$ cat src/rtl/fifo2core_unpack_pkg.sv
// Shared constants for the weight FIFO unpacker: layer codes, per-layer word counts,
// FSM state encoding and a layer-classification helper.
package fifo2core_unpack_pkg;

    localparam int WCNT_W = 6;

    // Words per weight layer; the BRAM->FIFO controller uses the same counts.
    localparam int N_C1_DEF = 2;
    localparam int N_C3_DEF = 4;
    localparam int N_C5_DEF = 24;
    localparam int N_FC_DEF = 17;
    localparam int N_OL_DEF = 2;

    typedef enum logic [2:0] {
        L_IDLE = 3'b000,
        L_C1   = 3'b001,
        L_S2   = 3'b010,
        L_C3   = 3'b011,
        L_S4   = 3'b100,
        L_C5   = 3'b101,
        L_FC   = 3'b110,
        L_OL   = 3'b111
    } layer_e;

    typedef enum logic [2:0] {
        ST_IDLE,
        ST_FETCH,
        ST_RDWAIT,
        ST_EMIT,
        ST_DONE
    } state_e;

    // Pooling layers (S2, S4) carry no weights and never start a run.
    function automatic logic is_weight_layer(input logic [2:0] code);
        return (code == L_C1) || (code == L_C3) || (code == L_C5) ||
               (code == L_FC) || (code == L_OL);
    endfunction

endpackage

$ cat src/rtl/fifo2core_unpack_if.sv
// Bundle of FIFO-side and core-side signals of the weight unpacker.
// master = unpacker side, slave = FIFO/core/controller side.
interface fifo2core_unpack_if #(
    parameter int MEM_SIZE = 40,
    parameter int W_BW     = 8
);
    logic [2:0]          layer_signal;
    logic [MEM_SIZE-1:0] fifo_dout;
    logic                empty;
    logic                fifo_ref;   // FIFO read enable ("ref" is a reserved word)
    logic [W_BW-1:0]     w_data;
    logic                w_valid;
    logic                w_ready;
    logic                w_last;
    logic                layer_done;
    logic                busy;

    modport master (
        input  layer_signal, fifo_dout, empty, w_ready,
        output fifo_ref, w_data, w_valid, w_last, layer_done, busy
    );

    modport slave (
        output layer_signal, fifo_dout, empty, w_ready,
        input  fifo_ref, w_data, w_valid, w_last, layer_done, busy
    );
endinterface

$ cat src/rtl/fifo2core_unpack_lane_sel.sv
// Lane multiplexer: picks one W_BW-bit lane out of a packed MEM_SIZE-bit word, lane 0 = LSBs.
module fifo2core_unpack_lane_sel #(
    parameter int MEM_SIZE = 40,
    parameter int W_BW     = 8,
    parameter int SEL_W    = 3
) (
    input  logic [MEM_SIZE-1:0] word_i,
    input  logic [SEL_W-1:0]    sel_i,
    output logic [W_BW-1:0]     lane_o
);
    localparam int LANES = MEM_SIZE / W_BW;

    logic [W_BW-1:0] lanes [LANES];

    genvar gi;
    for (gi = 0; gi < LANES; gi++) begin : g_lane
        assign lanes[gi] = word_i[gi*W_BW +: W_BW];
    end

    // Compare-and-select keeps out-of-range selects at zero for non power-of-two lane counts.
    always_comb begin
        lane_o = '0;
        for (int i = 0; i < LANES; i++) begin
            if (sel_i == SEL_W'(i)) lane_o = lanes[i];
        end
    end
endmodule

$ cat src/rtl/fifo2core_unpack.sv
// Pops packed weight words from the weight FIFO and streams their lanes to the compute core,
// one run per weight layer, with a layer_done pulse after the final weight is accepted.
module fifo2core_unpack
    import fifo2core_unpack_pkg::*;
#(
    parameter int MEM_SIZE = 40,
    parameter int W_BW     = 8,
    parameter int N_C1     = N_C1_DEF,
    parameter int N_C3     = N_C3_DEF,
    parameter int N_C5     = N_C5_DEF,
    parameter int N_FC     = N_FC_DEF,
    parameter int N_OL     = N_OL_DEF
) (
    input  logic                 clk,
    input  logic                 rst_n,
    fifo2core_unpack_if.master   bus_if
);
    localparam int LANES  = MEM_SIZE / W_BW;
    localparam int LANE_W = (LANES > 1) ? $clog2(LANES) : 1;

    state_e              state_q;
    logic [2:0]          layer_q;
    logic [WCNT_W-1:0]   word_cnt_q;
    logic [WCNT_W-1:0]   word_tgt_q;
    logic [WCNT_W-1:0]   word_tgt_d;
    logic [LANE_W-1:0]   lane_cnt_q;
    logic [MEM_SIZE-1:0] word_q;
    logic [W_BW-1:0]     lane_data;

    logic start, abort, hs, last_lane, last_word;

    always_comb begin
        word_tgt_d = '0;
        case (bus_if.layer_signal)
            L_C1:    word_tgt_d = WCNT_W'(N_C1);
            L_C3:    word_tgt_d = WCNT_W'(N_C3);
            L_C5:    word_tgt_d = WCNT_W'(N_C5);
            L_FC:    word_tgt_d = WCNT_W'(N_FC);
            L_OL:    word_tgt_d = WCNT_W'(N_OL);
            default: word_tgt_d = '0;
        endcase
    end

    // A run starts only on a change of code, so a held layer code never re-runs.
    assign start     = (state_q == ST_IDLE) && (bus_if.layer_signal != layer_q) &&
                       is_weight_layer(bus_if.layer_signal);
    assign abort     = (bus_if.layer_signal == L_IDLE);
    assign hs        = (state_q == ST_EMIT) && bus_if.w_ready;
    assign last_lane = (lane_cnt_q == LANE_W'(LANES - 1));
    assign last_word = (word_cnt_q == word_tgt_q - WCNT_W'(1));

    always_ff @(posedge clk or negedge rst_n) begin
        if (!rst_n) begin
            state_q    <= ST_IDLE;
            layer_q    <= '0;
            word_cnt_q <= '0;
            word_tgt_q <= '0;
            lane_cnt_q <= '0;
            word_q     <= '0;
        end else begin
            case (state_q)
                ST_IDLE: begin
                    layer_q <= bus_if.layer_signal;
                    if (start) begin
                        word_tgt_q <= word_tgt_d;
                        word_cnt_q <= '0;
                        state_q    <= ST_FETCH;
                    end
                end
                ST_FETCH: begin
                    if (abort)              state_q <= ST_IDLE;
                    else if (!bus_if.empty) state_q <= ST_RDWAIT;
                end
                ST_RDWAIT: begin
                    // The popped word is discarded on abort; it was already read out of the FIFO.
                    if (abort) begin
                        word_q  <= '0;
                        state_q <= ST_IDLE;
                    end else begin
                        word_q     <= bus_if.fifo_dout;
                        lane_cnt_q <= '0;
                        state_q    <= ST_EMIT;
                    end
                end
                ST_EMIT: begin
                    if (abort) begin
                        word_q  <= '0;
                        state_q <= ST_IDLE;
                    end else if (hs) begin
                        if (last_lane) begin
                            lane_cnt_q <= '0;
                            word_cnt_q <= word_cnt_q + WCNT_W'(1);
                            state_q    <= last_word ? ST_DONE : ST_FETCH;
                        end else begin
                            lane_cnt_q <= lane_cnt_q + LANE_W'(1);
                        end
                    end
                end
                ST_DONE:  state_q <= ST_IDLE;
                default:  state_q <= ST_IDLE;
            endcase
        end
    end

    fifo2core_unpack_lane_sel #(
        .MEM_SIZE (MEM_SIZE),
        .W_BW     (W_BW),
        .SEL_W    (LANE_W)
    ) u_lane_sel (
        .word_i   (word_q),
        .sel_i    (lane_cnt_q),
        .lane_o   (lane_data)
    );

    assign bus_if.fifo_ref   = (state_q == ST_FETCH) && !bus_if.empty;
    assign bus_if.w_valid    = (state_q == ST_EMIT);
    assign bus_if.w_data     = (state_q == ST_EMIT) ? lane_data : '0;
    assign bus_if.w_last     = (state_q == ST_EMIT) && last_lane && last_word;
    assign bus_if.layer_done = (state_q == ST_DONE);
    assign bus_if.busy       = (state_q != ST_IDLE);

endmodule

$ cat src/flat_wrapper.sv
// flat-port wrapper written by rule: the top's interface ports become plain ports
module fifo2core_unpack_flat import fifo2core_unpack_pkg::*;
#(
    parameter int MEM_SIZE = 40,
    parameter int W_BW     = 8,
    parameter int N_C1     = N_C1_DEF,
    parameter int N_C3     = N_C3_DEF,
    parameter int N_C5     = N_C5_DEF,
    parameter int N_FC     = N_FC_DEF,
    parameter int N_OL     = N_OL_DEF
)
  (clk, rst_n, bus_if_layer_signal, bus_if_fifo_dout, bus_if_empty, bus_if_w_ready, bus_if_fifo_ref, bus_if_w_data, bus_if_w_valid, bus_if_w_last, bus_if_layer_done, bus_if_busy);
  fifo2core_unpack_if #(.MEM_SIZE(MEM_SIZE), .W_BW(W_BW)) bus_if_i ();
  input  logic clk;
  input  logic rst_n;
  input wire logic [$bits(bus_if_i.layer_signal)-1:0] bus_if_layer_signal;
  input wire logic [$bits(bus_if_i.fifo_dout)-1:0] bus_if_fifo_dout;
  input wire logic [$bits(bus_if_i.empty)-1:0] bus_if_empty;
  input wire logic [$bits(bus_if_i.w_ready)-1:0] bus_if_w_ready;
  output wire logic [$bits(bus_if_i.fifo_ref)-1:0] bus_if_fifo_ref;
  output wire logic [$bits(bus_if_i.w_data)-1:0] bus_if_w_data;
  output wire logic [$bits(bus_if_i.w_valid)-1:0] bus_if_w_valid;
  output wire logic [$bits(bus_if_i.w_last)-1:0] bus_if_w_last;
  output wire logic [$bits(bus_if_i.layer_done)-1:0] bus_if_layer_done;
  output wire logic [$bits(bus_if_i.busy)-1:0] bus_if_busy;
  assign bus_if_i.layer_signal = bus_if_layer_signal;
  assign bus_if_i.fifo_dout = bus_if_fifo_dout;
  assign bus_if_i.empty = bus_if_empty;
  assign bus_if_i.w_ready = bus_if_w_ready;
  assign bus_if_fifo_ref = bus_if_i.fifo_ref;
  assign bus_if_w_data = bus_if_i.w_data;
  assign bus_if_w_valid = bus_if_i.w_valid;
  assign bus_if_w_last = bus_if_i.w_last;
  assign bus_if_layer_done = bus_if_i.layer_done;
  assign bus_if_busy = bus_if_i.busy;
  fifo2core_unpack #(.MEM_SIZE(MEM_SIZE), .W_BW(W_BW), .N_C1(N_C1), .N_C3(N_C3), .N_C5(N_C5), .N_FC(N_FC), .N_OL(N_OL)) u_core (.clk(clk), .rst_n(rst_n), .bus_if(bus_if_i));
endmodule
$ cat config.mk
export PLATFORM = sky130hd
export DESIGN_NAME = fifo2core_unpack_flat
export DESIGN_NICKNAME = d
export VERILOG_FILES = /design/src/rtl/fifo2core_unpack_pkg.sv /design/src/rtl/fifo2core_unpack_if.sv /design/src/rtl/fifo2core_unpack_lane_sel.sv /design/src/rtl/fifo2core_unpack.sv /design/src/flat_wrapper.sv
export SDC_FILE = /design/constraint.sdc
export NUM_CORES = 1
export LEC_CHECK = 0
export BUFFER_PORTS_ARGS = -buffer_cell sky130_fd_sc_hd__buf_2
export CAP_MARGIN = 20
export CORE_AREA = 4 4 77 79
export CTS_CLUSTER_DIAMETER = 120
export DETAILED_ROUTE_END_ITERATION = 16
export DIE_AREA = 0 0 81 83
export PLACE_DENSITY = 0.85
export SYNTH_ARGS = -nofsm -noshare
export SYNTH_HDL_FRONTEND = slang
export SYNTH_SLANG_ARGS = --single-unit
$ cat constraint.sdc
create_clock -name clk -period 3.5 [get_ports clk]
set_clock_uncertainty 0.05 [all_clocks]
set_input_delay 0.7 -clock clk [delete_from_list [all_inputs] [get_ports clk]]
set_output_delay 0.7 -clock clk [all_outputs]
set_load 0.005 [all_outputs]
==> results of run 1 <==
kinds of logic after synthesis:
| family | count (synthesis) |
|---|---|
| compound gates | 96 |
| buf+inv | 26 |
| fa+ha+maj | 7 |
| flops | 60 |
| xor+xnor | 13 |
| simple gates | 78 |
| mux | 8 |
cell type report:
| class | instances | area, µm² |
|---|---|---|
| Clock buffer | 12 | 155 |
| Inverter | 10 | 37.5 |
| Clock inverter | 4 | 47.5 |
| Sequential cell | 60 | 1500 |
| Multi-Input combinational cell | 202 | 1420 |
| Fill cell | 464 | 1770 |
| Tap cell | 72 | 90.1 |
| Timing Repair Buffer | 62 | 318 |
sequential cells by signal, summed over array words and instances (netlist names):
name / cells
u_core.word_q: 40
u_core.word_cnt_q: 6
u_core.word_tgt_q: 5
u_core.lane_cnt_q: 3
u_core.layer_q: 3
u_core.state_q: 3
layer usage:
layer,vias to the layer above,GRT usage [%],wire [µm]
li1,1177,-,-
met1,1162,30.2,3000
met2,87,35.4,3450
met3,18,4.56,515
met4,0,11.2,187
met5,-,0,0
stage by stage:
stage          setup WS, ns  area, µm²  utilization (%)
5_1_grt               0.218       3570             66.8
2_1_floorplan          1.21       3020                -
3_5_place_dp          0.849       3360             63.0
6_report              0.456       3570             66.8
3_3_place_gp          0.895       3360             63.0
4_1_cts               0.470       3570             66.8
where the power goes:
| group | total, mW | switching [mW] | internal (mW) |
|---|---|---|---|
| clock | 0.627 | 0.262 | 0.365 |
| combinational | 1.09 | 0.564 | 0.529 |
| sequential | 1.18 | 0.218 | 0.957 |
path summary, 6_finish.rpt:
path,to,cells past startpoint
worst max-delay path,bus_if_w_data[7],7
worst min-delay path,u_core.word_q[1],1
worst max register to register,u_core.word_cnt_q[3],6
worst min register to register,u_core.word_q[4],1
max in group asynchronous,u_core.word_q[5],2
min in group clk,u_core.word_q[4],1
layout by cell type, fill, tap and decap left out, types with 5 or more instances in the layout:
master	count
and3b_1	8
nor3_1	5
nor2_1	13
dfrtp_1	60
o21ai_0	20
nand3_1	5
a22o_1	40
buf_2	59
clkbuf_8	11
xnor2_1	8
ha_1	7
nand2_1	28
inv_1	10
xor2_1	5
a21oi_1	11
a22oi_1	8
worst reg2reg max path, delay by kind of cell (launching register included):
kind | cells | cell delay, ns
buffers and inverters | 1 | 0.15
DFF | 1 | 0.40
adders and majority gates | 1 | 0.36
and+or+nand+nor | 3 | 1.03
AOI/OAI and AO/OA | 1 | 0.13
==> out/results.tsv, run 1 <==
stage	metric	value	unit
die	Initial Utilization	56.6	%
cells_and_area	Post-Layout Cell Count	422	
grt	initial antenna violation count	0	
timing	worst hold slack	0.346	ns
synth	Post-synth EDFFs	0	
clock_network	H-tree depth	3	
timing	Slew Viols, Final	0	
cells_and_area	diode count	0	
setup_path	CP cell instances	inv_1 > ha_1 > nand2_1 > nor2_1 > nand2_1 > o21ai_0 > buf_2	
detailed_routing	DRT Wirelength	7150	µm
die	die area	6720	µm²
synth	top-count cell post-synth	dfrtp_1	
detailed_routing	Remaining DRCs	0	
timing	final setup fails	0	
grt	all-layer global routing usage	22.8	%
synth	top post-synthesis cells by area	dfrtp_1 50%, a22o_1 12%, nand2_1 3.5%, o21ai_0 3.3%, ha_1 2.9%	
grt	vias in the first global route	2440	
clock_network	clk_lat worst skew	0.34	ns
setup_path	CP most frequent cell	nand2_1	
timing	Slew @ Worst Pin	0.688	ns
setup_path	Worst Setup Path Type	reg -> out	
synth	Synth Area in Compound Gates	23.5	%
synth	area share of fa/ha/maj cells after synthesis	2.90	%
synth	post-synth top area share	49.7	%
timing	final setup TNS	0	ns
synth	Netlist cell types	42	
timing	minimum clock period	3.04	ns
synth	post-synth net total	342	
clock_network	Hold Buf Count CTS	0	
clock_network	clk root buf	clkbuf_8	
die	core footprint	5340	µm²
clock_network	Reg clk slew, reported paths	0.07	ns
placement	RD Place Congestion	0.881	
power	PwrDens	812	nW/µm²
synth	Yosys top cell by area	dfrtp_1	
setup_path	CP max stage cell	nor2_1	
synth	async set-reset flop share out of synthesis	100	%
clock_network	post-CTS setup buffers	0	
die	cell row count	27	
synth	Synth top cells by count	60 x dfrtp_1, 40 x a22o_1, 28 x nand2_1, 20 x o21ai_0, 14 x nor2_1	
setup_path	CP peak stage delay	0.49	ns
clock_network	cts bufs inserted	9	
detailed_routing	drt pass-1 iters	4	
timing	fmax	0.328	GHz
synth	Avg Synthesized Cell Area	10.5	µm²
clock_network	# resized after CTS	0	
placement	number of buffers added on ports	59	
clock_network	clk sinks	60	
synth	Post-Syn Area	3020	µm²
die	Top-Level Pins	60	
placement	placed cells	406	
detailed_routing	Starting DRT DRC Count	163	
setup_path	Setup crit start	u_core.lane_cnt_q[0]	
synth	post-synthesis mux area share	2.82	%
setup_path	WP buf/inv	2	
setup_path	required time of the critical path	2.75	ns
cells_and_area	# nets final	399	
detailed_routing	antenna viol nets, final	0	
grt	total gr overflow	0	
worst_hold_path	Hold Path Class	in -> async	
placement	post-detail-place hpwl	5050	µm
timing	part of the cycle the worst path needs	87.0	%
setup_path	RR Startpoint	u_core.lane_cnt_q[0]	
synth	XOR/XNOR share of the synthesized area	3.77	%
setup_path	Crit. End Element	output port	
status	status	finished, final reports clean	
synth	Yosys Warn Count	0	
cells_and_area	fraction of layout cells with a size suffix above 1	25.1	%
detailed_routing	DR vias	2444	
synth	largest family of logic cells by synthesized area	compound AO/OA/AOI/OAI gates	
synth	Synth Register Bits	60	
timing	Final Hold Fails	0	
power	Peak supply drop	0.000352	V
cells_and_area	Area growth syn-to-layout	18.1	%
grt	first-pass GRT wire length	11800	µm
power	PnR Total Power	2.89	mW
detailed_routing	Routed WL per cell	16.9	µm
setup_path	crit start category	flop	
setup_path	Reg2Reg Setup Slack	1.31	ns
detailed_routing	Vias/cell	5.79	
clock_network	Longest Clk Path Bufs	2	
run	max_cap viols	0	
timing	Slew Limit Headroom	54.1	%
timing	RSZ-0062 raised after global routing	no	
synth	simple-gate portion of the synthesized area	13.7	%
clock_network	CTS tree	done	
synth	sequential area share after synthesis	49.7	%
setup_path	CP delay by family, top	simple AND/OR/NAND/NOR gates	
power	Pleak	1.69	nW
synth	Main synth FF type	dfrtp_1	
setup_path	CP Data Arrival Time	2.29	ns
synth	Mapped Cells	288	
setup_path	critical-path maximum fanout	10	
die	chip height	83	µm
grt	largest net degree at the start of global routing	41	
die	Die X	81	µm
No activity file was read; power rests on OpenSTA's default activity.
==> run 2, diff against run 1 <==
- BUFFER_PORTS_ARGS: -buffer_cell sky130_fd_sc_hd__buf_2 -> -buffer_cell sky130_fd_sc_hd__buf_4
- CORE_AREA: 4 4 77 79 -> 4 4 94 96
- DIE_AREA: 0 0 81 83 -> 0 0 98 100
- PLACE_DENSITY: 0.85 -> 0.6
==> out/results.tsv, run 2 (same netlist as run 1, synthesis figures left out) <==
stage	metric	value	unit
timing	final setup TNS	0	ns
placement	RD Place Congestion	0.783	
detailed_routing	Starting DRT DRC Count	139	
cells_and_area	biggest regs	u_core.word_q: 40 flops, u_core.word_cnt_q: 6 flops, u_core.word_tgt_q: 5 flops	
grt	initial antenna violation count	0	
clock_network	Reg clk slew, reported paths	0.07	ns
power	power share of the clock group	23.5	%
die	Top-Level Pins	60	
placement	number of buffers added on ports	59	
setup_path	Worst Setup Path Type	reg -> out	
detailed_routing	drt pass-1 iters	4	
detailed_routing	antenna viol nets, final	0	
cells_and_area	# nets final	398	
timing	minimum clock period	3.05	ns
cells_and_area	diode count	0	
grt	vias in the first global route	2408	
power	switching part of the total	34.6	%
power	PwrDens	794	nW/µm²
grt	all-layer global routing usage	15.1	%
timing	part of the cycle the worst path needs	87.1	%
setup_path	CP Data Arrival Time	2.30	ns
timing	Final Hold Fails	0	
die	Initial Utilization	37.5	%
die	Die X	98	µm
setup_path	R2R depth	6	
clock_network	# resized after CTS	0	
cells_and_area	commonest non-fill, non-tap cell in the layout	buf_4	
clock_network	clk sinks	60	
cells_and_area	fraction of layout cells with a size suffix above 1	25.0	%
clock_network	CTS tree	done	
timing	fmax	0.328	GHz
grt	largest net degree at the start of global routing	61	
clock_network	clk root buf	clkbuf_8	
die	chip height	100	µm
detailed_routing	Vias/cell	5.29	
worst_hold_path	Hold Path Class	in -> async	
setup_path	required time of the critical path	2.75	ns
cells_and_area	most frequent cells in the layout	61 x buf_4, 60 x dfrtp_1, 40 x a22o_1, 28 x nand2_1, 20 x o21ai_0	
placement	Placement Setup Slack	0.768	ns
timing	Slew Viols, Final	0	
setup_path	Crit. End Element	output port	
power	Pleak	1.73	nW
clock_network	cts bufs inserted	9	
power	combinational share of power	37.5	%
grt	total gr overflow	0	
clock_network	post-CTS setup buffers	0	
detailed_routing	DR vias	2396	
timing	final setup fails	0	
clock_network	Hold Buf Count CTS	0	
clock_network	Longest Clk Path Bufs	2	
power	Flop pwr share	39.0	%
power	Peak supply drop	0.000438	V
clock_network	H-tree depth	3	
setup_path	critical-path maximum fanout	16	
placement	post-detail-place hpwl	5200	µm
cells_and_area	max reg flops	40	
detailed_routing	Routed WL per cell	16.0	µm
die	cell row count	33	
die	core footprint	8050	µm²
detailed_routing	DRT Wirelength	7230	µm
setup_path	crit start category	flop	
detailed_routing	Remaining DRCs	0	
timing	setup ws final	0.453	ns
timing	Slew Limit Headroom	35.0	%
power	switching pwr	1.04	mW
power	internal power	1.96	mW
timing	Slew @ Worst Pin	0.973	ns
status	status	finished, final reports clean	
cells_and_area	Reg with most FFs	u_core.word_q	
clock_network	clk_lat worst skew	0.34	ns
cells_and_area	Area growth syn-to-layout	24.8	%
run	max_cap viols	0	
grt	first-pass GRT wire length	11800	µm
timing	RSZ-0062 raised after global routing	no	
die	die area	9800	µm²
-- run 2: cell types whose count changed in the layout (fill, tap and decap cells not counted) --
cell	delta
clkinv_2	-1
clkbuf_1	-1
buf_2	-59
bufinv_16	+1
buf_4	+58
-- run 2: per-layer routing --
layer,up-vias,GRT usage [%],part of all wire [%]
met3,9,4.73,6.1
met5,-,0,0
met4,0,4.69,1.4
li1,1166,-,-
met1,1150,19.3,43
met2,71,24.7,49
-- run 2: worst paths after layout --
kind	from	endpoint	slack, ns
setup reg to reg	u_core.lane_cnt_q[0]	u_core.word_cnt_q[3]	1.32
hold reg to reg	u_core.word_q[21]	u_core.word_q[21]	0.46
max in group asynchronous	rst_n	u_core.word_tgt_q[1]	2.51
min in group clk	u_core.word_q[21]	u_core.word_q[21]	0.46
hold / removal	rst_n	u_core.word_q[36]	0.36
setup / recovery	u_core.lane_cnt_q[1]	bus_if_w_data[0]	0.45
-- run 2: area by class of cell --
class / count / area [µm²]
timing repair buffer: 61 / 458
inverter: 10 / 37.5
fill: 784 / 4280
sequential: 60 / 1500
tap: 105 / 131
multi-input combinational: 202 / 1420
clock inverter: 4 / 72.6
clock buffer: 11 / 151
-- run 2: through the flow --
step	util [%]	instance area (µm²)	total power [mW]	std cells	hold WS [ns]
final	46.8	3770	2.99	453	0.357
after global routing	46.8	3770	3.21	453	0.423
after CTS	46.8	3770	3.02	453	0.402
after detailed placement	44.0	3540	2.31	438	0.437
after global placement	44.0	3540	2.29	438	0.434
after floorplan	-	3020	1.94	288	0.354
-- run 2: power by group through the flow --
stage               logic [mW]  registers (mW)  clock network, mW
floorplan                0.831            1.11                  0
global placement          1.11            1.18                  0
detailed placement        1.13            1.18                  0
CTS                       1.14            1.17              0.720
global route              1.26            1.20              0.750
finish                    1.12            1.17              0.703
-- run 2: critical path, cell delays in order (launching register included) --
cell and delay [ns]:
dfrtp_1 0.40, inv_1 0.11, ha_1 0.46, and3b_1 0.24, a21oi_1 0.21, o21ai_0 0.11, a22oi_1 0.18, o21ai_0 0.10
buf_4 0.15
